File: src/rtl/i2s_tx.sv
// ----------------------------------------------------------------------------
// i2s_tx
//
// Registered-output Philips I2S transmitter. Each accepted mono sample is
// duplicated onto the left and right channels of one frame. A frame is
// 2*RESOLUTION bit-clock slots long, and the data is sent MSB first with the
// standard one-slot delay after every lrclk transition.
//
// Parameters
//   RESOLUTION : sample width in bits, which is also the slot count per channel
//   CLK_DIV    : clk cycles per bclk half-period (must be 1 or more)
//
// Ports
//   clk        : system clock; all state changes on its rising edge
//   rst        : asynchronous, active-high reset
//   enable     : run control; low parks the serial outputs in the idle state
//   data_in    : mono sample from the upstream stage
//   data_valid : data_in is valid this cycle
//   data_ready : the one-entry holding register can take a sample
//   bclk       : serial bit clock
//   lrclk      : word select (0 = left, 1 = right)
//   sdata      : serial data
//   underrun   : one-clk pulse when a frame starts with no sample held
// ----------------------------------------------------------------------------
module i2s_tx #(
    parameter int RESOLUTION = 32,
    parameter int CLK_DIV    = 4
) (
    input  logic                  clk,
    input  logic                  rst,
    input  logic                  enable,
    input  logic [RESOLUTION-1:0] data_in,
    input  logic                  data_valid,
    output logic                  data_ready,
    output logic                  bclk,
    output logic                  lrclk,
    output logic                  sdata,
    output logic                  underrun
);

    localparam int SLOTS  = 2 * RESOLUTION;
    localparam int SLOT_W = (SLOTS > 1) ? $clog2(SLOTS) : 1;
    localparam int DIV_W  = (CLK_DIV > 1) ? $clog2(CLK_DIV) : 1;

    localparam logic [SLOT_W-1:0] LAST_SLOT   = SLOT_W'(SLOTS - 1);
    localparam logic [SLOT_W-1:0] RIGHT_FIRST = SLOT_W'(RESOLUTION);
    // SLOTS reduced modulo 2**SLOT_W; subtracting a slot number from it in
    // SLOT_W-bit arithmetic yields SLOTS - slot for every slot in 1..SLOTS-1.
    localparam logic [SLOT_W-1:0] SLOTS_MOD   = SLOT_W'(SLOTS);
    localparam logic [DIV_W-1:0]  DIV_LAST    = DIV_W'(CLK_DIV - 1);

    // ------------------------------------------------------------------
    // State
    // ------------------------------------------------------------------
    logic [DIV_W-1:0]      div_reg,       div_next;
    logic                  bclk_reg,      bclk_next;
    logic [SLOT_W-1:0]     slot_reg,      slot_next;
    logic                  lrclk_reg,     lrclk_next;
    logic                  sdata_reg,     sdata_next;
    logic [SLOTS-1:0]      frame_reg,     frame_next;
    logic [RESOLUTION-1:0] hold_reg,      hold_next;
    logic                  hold_full_reg, hold_full_next;
    logic                  underrun_reg,  underrun_next;

    logic                  accept;
    logic [SLOTS-1:0]      dup_word;
    logic [SLOT_W-1:0]     slot_inc;
    logic [SLOT_W-1:0]     bit_idx;

    assign data_ready = enable && !hold_full_reg;
    assign accept     = data_valid && data_ready;

    // Frame word is the held sample copied into both channel halves.
    genvar gi;
    generate
        for (gi = 0; gi < 2; gi++) begin : g_dup
            assign dup_word[gi*RESOLUTION +: RESOLUTION] = hold_reg;
        end
    endgenerate

    // Slot number entered on a bclk fall, and the frame bit it carries.
    assign slot_inc = (slot_reg == LAST_SLOT) ? '0 : slot_reg + 1'b1;
    assign bit_idx  = SLOTS_MOD - slot_inc;

    // ------------------------------------------------------------------
    // Next-state logic
    // ------------------------------------------------------------------
    always_comb begin
        div_next       = div_reg;
        bclk_next      = bclk_reg;
        slot_next      = slot_reg;
        lrclk_next     = lrclk_reg;
        sdata_next     = sdata_reg;
        frame_next     = frame_reg;
        hold_next      = hold_reg;
        hold_full_next = hold_full_reg;
        underrun_next  = 1'b0;

        // Accept is only possible while the holding register is empty, so it
        // never collides with the frame load emptying it.
        if (accept) begin
            hold_next      = data_in;
            hold_full_next = 1'b1;
        end

        if (!enable) begin
            // Park exactly as after reset so re-enabling starts a fresh frame.
            // Clearing the frame word also clears the bit replayed in slot 0.
            div_next   = '0;
            bclk_next  = 1'b0;
            sdata_next = 1'b0;
            lrclk_next = 1'b1;
            slot_next  = LAST_SLOT;
            frame_next = '0;
        end else if (div_reg == DIV_LAST) begin
            div_next  = '0;
            bclk_next = !bclk_reg;
            if (bclk_reg) begin
                // Falling bclk: advance slot, word select and serial data.
                slot_next  = slot_inc;
                lrclk_next = (slot_inc >= RIGHT_FIRST);
                if (slot_inc == '0) begin
                    // Slot 0 still carries the LSB of the outgoing word.
                    sdata_next = frame_reg[0];
                    if (hold_full_reg) begin
                        frame_next     = dup_word;
                        hold_full_next = 1'b0;
                    end else begin
                        // A sample accepted on this same edge waits for the
                        // next frame; this one goes out silent.
                        frame_next    = '0;
                        underrun_next = 1'b1;
                    end
                end else begin
                    sdata_next = frame_reg[bit_idx];
                end
            end
        end else begin
            div_next = div_reg + 1'b1;
        end
    end

    // ------------------------------------------------------------------
    // State register
    // ------------------------------------------------------------------
    always_ff @(posedge clk or posedge rst) begin
        if (rst) begin
            div_reg       <= '0;
            bclk_reg      <= 1'b0;
            slot_reg      <= LAST_SLOT;
            lrclk_reg     <= 1'b1;
            sdata_reg     <= 1'b0;
            frame_reg     <= '0;
            hold_reg      <= '0;
            hold_full_reg <= 1'b0;
            underrun_reg  <= 1'b0;
        end else begin
            div_reg       <= div_next;
            bclk_reg      <= bclk_next;
            slot_reg      <= slot_next;
            lrclk_reg     <= lrclk_next;
            sdata_reg     <= sdata_next;
            frame_reg     <= frame_next;
            hold_reg      <= hold_next;
            hold_full_reg <= hold_full_next;
            underrun_reg  <= underrun_next;
        end
    end

    assign bclk     = bclk_reg;
    assign lrclk    = lrclk_reg;
    assign sdata    = sdata_reg;
    assign underrun = underrun_reg;

endmodule

File: config.mk
export PLATFORM = sky130hd
export DESIGN_NAME = i2s_tx
export DESIGN_NICKNAME = d
export VERILOG_FILES = /design/src/rtl/i2s_tx.sv
export SDC_FILE = /design/constraint.sdc
export NUM_CORES = 1
export LEC_CHECK = 0
export CAP_MARGIN = 15
export CORE_MARGIN = 2
export CORE_UTILIZATION = 35
export DETAILED_ROUTE_END_ITERATION = 6
export PLACE_DENSITY_LB_ADDON = 0.2
export SLEW_MARGIN = 40
export SYNTH_ARGS = -nofsm -noshare
export SYNTH_HDL_FRONTEND = slang
export SYNTH_SLANG_ARGS = --single-unit
File: constraint.sdc
create_clock -name clk -period 3.1 [get_ports clk]
set_clock_uncertainty 0.15 [all_clocks]
set_input_delay 0.62 -clock clk [delete_from_list [all_inputs] [get_ports clk]]
set_output_delay 0.62 -clock clk [all_outputs]
set_load 0.01 [all_outputs]
==> flow_metrics.tcl, run 1 <==
set metrics [dict create \
    power.density_nw_per_um2 516 \
    insertion_delay_ns 0.34 \
    diodes 0 \
    path_max_fanout 14 \
    min_path_cells 1 \
    netlist_instances 261 \
    grt_overflow 0 \
    crit_arrival_ns 2.81 \
    grt_max_degree 51 \
    avgSynthCellArea_sq_um 12.9 \
    cts_num_sinks 77 \
    setup_tns_ns 0 \
    seq_area_frac_synth 0.574 \
    clk_pin_slew_worst_paths_ns 0.08 \
    start_util 0.363 \
    grt_pass1_vias 2217 \
    layout_common_cells "dfrtp_1 (70), clkdlybuf4s50_1 (40), mux2_2 (35), a22o_1 (32), nand2_1 (16)" \
    vias_per_cell 5.05 \
    max-slew-margin-rel 0.582 \
    clockRootBuffer "clkbuf_8" \
    cts.path.max_buffers 2 \
    die_h_microns 102 \
    ir_worst_vdd_v 0.000205 \
    die_area_sq_um 10400 \
    drc 0 \
    post_drt_wl_per_cell_microns 15.1 \
    io_pins 41 \
    cts_resized 0 \
    worst_setup_path_end_kind "register" \
    grt_pass1_wl_microns 11100 \
    worst_pin_slew_ns 0.626 \
    area_growth_pct 21.8 \
    outcome "finished, final reports clean" \
    nNetsFinal 338 \
    drt_iter0_markers 98 \
    grt.total_usage 0.139 \
    yosys_most_used_dff "dfrtp_1" \
    antenna_found_initial 0 \
    placed_cell_area_sq_um 3910 \
    holdBufCountCts 0 \
    async_flop_share 1.00 \
    ctsHtreeMaxLevel 3 \
    die-width_microns 102 \
    ys_warn_count 0 \
    clock.fmax_mhz 373 \
    wl_microns 6550 \
    core_area_sq_um 9280 \
    synth.distinct_cells 43 \
    synthDominantCellAreaShare 0.519 \
    nFillCells 874 \
    p_leak_nw 1.84 \
    drive_gt1_frac 0.230 \
    synth_edf_count 0 \
    rsz0062_at_grt "no" \
    cts_tree "built" \
    hold_class "reg -> reg" \
    report.final.setup_viol 0 \
    drv_slew 0 \
    dp_slack_ns 0.399 \
    cts_buffers 9 \
    setup_ws_ns 0.418 \
    drt_first_pass_iters 4 \
    syn_area_sq_um 3370 \
    num_vias 2191 \
    synth_nets 299 \
    layout_commonest_cell "dfrtp_1" \
    final_hold_viol_count 0 \
    hpwl_microns 4320 \
    post_cts_buffers 0 \
    fin_crit_ns 2.68 \
    row_count 35 \
    yosysTopAreaCell "dfrtp_1" \
    worst_setup_path_start_kind "register" \
    crit_required_ns 3.22 \
    period_share 0.865 \
    r2r_cells 7 \
    synthTopCellsByArea "dfrtp_1 (52%), mux2_2 (12%), a22o_1 (8.3%)" \
    drtAntennaViolNets 0 \
    gp_congestion 0.810 \
    path_class "reg -> reg" \
    design_area_sq_um 4110 \
    io_buffers 40 \
    synth-seq-cells 77 \
    drv_cap 0 \
]
Yosys cell counts (4+ instances only):
library cell,count
clkbuf_1,5
inv_1,6
a22o_1,32
nand3_1,7
dfrtp_1,70
dfstp_2,7
nor2_1,9
buf_2,6
nand2_1,16
mux2_2,35
mux2i_1,7
o22ai_1,4
o21ai_0,5
a21oi_1,5
and2_1,5
through the flow:
stage / util / hold WS (ns) / std cells / power (mW)
global placement: 0.421 / 0.275 / 418 / 1.36
CTS: 0.443 / 0.295 / 434 / 2.15
finish: 0.443 / 0.292 / 434 / 2.12
detailed placement: 0.421 / 0.284 / 418 / 1.37
global route: 0.443 / 0.303 / 434 / 2.22
floorplan: - / 0.264 / 261 / 1.28
metal layers:
layer	track usage	vias up	part of all wire
met3	0.0308	8	0.034
met4	0.0585	0	0.012
li1	-	1049	-
met5	0	-	0
met2	0.208	37	0.46
met1	0.195	1097	0.49
power by group:
| part | switching (mW) | internal [mW] | leakage (nW) |
|---|---|---|---|
| clock | 0.358 | 0.417 | 0.104 |
| combinational | 0.0679 | 0.120 | 0.737 |
| sequential | 0.0556 | 1.10 | 0.997 |
final timing paths:
check	end	start	slack, ns
min	div_reg[0]$_DFF_PP0_	div_reg[0]$_DFF_PP0_	0.29
max	sdata$_DFFE_PP0P_	slot_reg[0]$_DFFE_PP1P_	0.42
min reg2reg	div_reg[0]$_DFF_PP0_	div_reg[0]$_DFF_PP0_	0.29
max reg2reg	sdata$_DFFE_PP0P_	slot_reg[0]$_DFFE_PP1P_	0.42
min in group asynchronous	hold_reg[2]$_DFFE_PP0P_	rst	0.52
max in group asynchronous	slot_reg[2]$_DFFE_PP1P_	rst	1.55
area by class of cell:
class / count / area [sq um] / area share
Sequential cell: 77 / 1940 / 0.471
Multi-Input combinational cell: 161 / 1340 / 0.325
Timing Repair Buffer: 45 / 450 / 0.110
Tap cell: 129 / 161 / 0.0393
Clock buffer: 13 / 159 / 0.0387
Clock inverter: 3 / 43.8 / 0.0107
Inverter: 6 / 22.5 / 0.00548
kinds of logic after synthesis:
| kind of cell | Yosys count | synth area share |
|---|---|---|
| xor gates and xnor gates | 3 | 0.00779 |
| and+or+nand+nor | 50 | 0.0745 |
| DFF | 77 | 0.574 |
| muxes | 45 | 0.158 |
| adders and majority gates | 2 | 0.00741 |
| buffers and inverters | 23 | 0.0311 |
| AOI/OAI and AO/OA | 61 | 0.148 |
worst max-delay path, cell delays in order (launching register included):
cell,delay [ns]
dfstp_2,0.72
ha_1,0.48
nand3b_1,0.17
a21oi_1,0.07
o31a_1,0.30
a221o_1,0.29
a2111o_1,0.36
o211ai_2,0.07
Note: power is estimated with default switching activity, not from simulation.
==> run 2, diff against run 1 <==
ABC_AREA = 1   (was not set)
==> run 2 against run 1 <==
Compared with the run above:
- synthesized area increased by 7.0%
- largest cell class unchanged
- die area increased by 6.8%
- critical path type is now in -> out
- clock-buffer cell count decreased by 1
- maximum frequency increased by 1.7%
==> flow_metrics.tcl, run 2 <==
set metrics [dict create \
    outcome "finished, final reports clean" \
    wl_microns 7140 \
    gp_congestion 0.764 \
    clk_pin_slew_worst_paths_ns 0.08 \
    nNetsFinal 463 \
    r2r_cells 10 \
    grt_overflow 0 \
    max-slew-margin-rel 0.681 \
    ff2ff_setup_slack_ns 0.59 \
    r2r-end "frame_reg[40]$_DFFE_PP0P_" \
    p_sw_frac 0.271 \
    layout_common_cells "dfrtp_1 (70), nand2_1 (68), nand3_1 (54), inv_1 (43), clkdlybuf4s50_1 (40)" \
    worst_pin_slew_ns 0.476 \
    post_cts_buffers 0 \
    layout_commonest_cell "dfrtp_1" \
    ys_warn_count 0 \
    die_h_microns 106 \
    io_pins 41 \
    crit_buf_inv 3 \
    slowest_stage "clkdlybuf4s50_1" \
    drt_first_pass_iters 4 \
    core_area_sq_um 10200 \
    cp_top_family "buffers and inverters" \
    cts_num_sinks 77 \
    yosys_most_used_dff "dfrtp_1" \
    ctsHtreeMaxLevel 3 \
    p_int_mw 1.79 \
    final_hold_viol_count 0 \
    vias_per_cell 4.65 \
    pwr-share-comb 0.168 \
    row_count 37 \
    slowest_delay_ns 0.55 \
    io_buffers 40 \
    path_common_cell "clkdlybuf4s50_1" \
    seq_area_frac_synth 0.536 \
    path_max_fanout 5 \
    synthTopCellsByArea "dfrtp_1 (48%), mux2_2 (8.7%), nand3_1 (7.5%)" \
    ir_worst_vdd_v 0.000262 \
    synth-seq-cells 77 \
    diodes 0 \
    cts.path.max_buffers 2 \
    die-width_microns 106 \
    cts_buffers 9 \
    p_leak_nw 2.04 \
    min_path_cells 1 \
    fin_crit_ns 2.64 \
    async_flop_share 1.00 \
    clock.fmax_mhz 379 \
    cts_resized 0 \
    hold_class "reg -> reg" \
    synth_edf_count 0 \
    cts_tree "built" \
    finish.utilization 0.428 \
    synth.distinct_cells 32 \
    power.share.sequential 0.544 \
    path_class "in -> out" \
    switchingPower_uw 665 \
    worst_setup_path_start_kind "input port" \
    report.final.setup_viol 0 \
    synth.most_common_cell "dfrtp_1" \
    drive_gt1_frac 0.195 \
    insertion_delay_ns 0.35 \
    synthDominantCellAreaShare 0.485 \
    power.density_nw_per_um2 564 \
    drv_slew 0 \
    power_mw 2.46 \
    drtAntennaViolNets 0 \
    holdBufCountCts 0 \
    die_area_sq_um 11100 \
    cp-startpoint "enable" \
    min_to "div_reg[0]$_DFF_PP0_" \
    synth_nets 420 \
    grt_max_degree 78 \
    p_clk_frac 0.288 \
    avgSynthCellArea_sq_um 9.46 \
    fin_cells 566 \
    r2r_start "slot_reg[0]$_DFFE_PP1P_" \
    min_from "div_reg[0]$_DFF_PP0_" \
    worst_setup_path_end_kind "output port" \
    hpwl_microns 4890 \
    place_inst 550 \
    synth_commonest_cells "dfrtp_1 (70), nand2_1 (68), nand3_1 (54), inv_1 (44), mux2_2 (28)" \
    grt_pass1_wl_microns 12500 \
    worstPathCellList "clkdlybuf4s50_1, inv_1, nor2_1, clkdlybuf4s50_1" \
    netlist_instances 382 \
    clockRootBuffer "clkbuf_8" \
    grt.total_usage 0.139 \
    num_vias 2634 \
    syn_area_sq_um 3610 \
    antenna_found_initial 0 \
    area_growth_pct 20.6 \
    post_drt_wl_per_cell_microns 12.6 \
    crit_required_ns 2.33 \
    drc 0 \
    rsz0062_at_grt "no" \
    period_share 0.850 \
    grt_pass1_vias 2664 \
    drv_cap 0 \
    setup_tns_ns 0 \
    yosysTopAreaCell "dfrtp_1" \
    drt_iter0_markers 174 \
    start_util 0.355 \
    crit_arrival_ns 1.87 \
]
## run 2: cell count changes after synthesis, moves of 15 or more
cell / delta
a22o_1: -32
inv_1: +38
nand2_1: +52
nand3_1: +47
nor2_1: +17
o21ai_0: +15
## run 2: worst max path at each step
stage	to	slack (ns)	cells after the start
final	data_ready	0.46	4
after global routing	frame_reg[49]$_DFFE_PP0P_	0.36	10
after CTS	data_ready	0.45	4
after detailed placement	data_ready	0.46	4
after global placement	data_ready	0.47	4
after floorplan	bclk$_DFFE_PP0P_	0.37	1
## run 2: final cells by class
class	count	area, sq um
Clock buffer	12	155
Multi-Input combinational cell	241	1400
Clock inverter	4	31.3
Fill cell	1035	5830
Sequential cell	77	1940
Timing Repair Buffer	49	493
Tap cell	136	170
Inverter	47	176
## run 2: stage by stage
stage	instance area, sq um	setup slack (ns)	hold WS [ns]
after global routing	4360	0.360	0.315
final	4360	0.464	0.293
after floorplan	3610	0.375	0.265
after CTS	4360	0.455	0.298
after global placement	4170	0.466	0.278
after detailed placement	4170	0.457	0.287
## run 2: worst reg2reg max path, cell delays in order (launching register included)
cell and delay, ns:
dfstp_2 0.59, ha_1 0.22, nand2_1 0.08, nor2_1 0.09
nand2_1 0.11, nand3_2 0.15, nand3_2 0.12, nor2_4 0.16
nand2_2 0.14, nand2_2 0.40, o21ai_0 0.17
## run 2: routing by layer
| metal | share of wire | global-route usage | vias to the layer above |
|---|---|---|---|
| met3 | 0.034 | 0.0328 | 8 |
| li1 | - | - | 1321 |
| met1 | 0.48 | 0.181 | 1258 |
| met5 | 0 | 0 | - |
| met4 | 0.013 | 0.0564 | 0 |
| met2 | 0.47 | 0.224 | 47 |
## run 2: kinds of logic after synthesis
logic type / count (synthesis) / share of synthesized area
AO/OA/AOI/OAI: 43 / 0.0700
XOR/XNOR: 3 / 0.00935
adder cells (fa/ha/maj): 2 / 0.00693
buffers and inverters: 64 / 0.0776
flip-flops: 77 / 0.536
multiplexers: 28 / 0.0873
AND/OR/NAND/NOR: 165 / 0.213
## run 2: power by group through the flow
stage          Clock [mW]  Combinational, mW  Sequential [mW]
3_5_place_dp            0              0.420             1.36
3_3_place_gp            0              0.406             1.36
4_1_cts             0.731              0.420             1.34
5_1_grt             0.776              0.458             1.37
2_1_floorplan           0              0.311             1.32
6_report            0.708              0.413             1.34
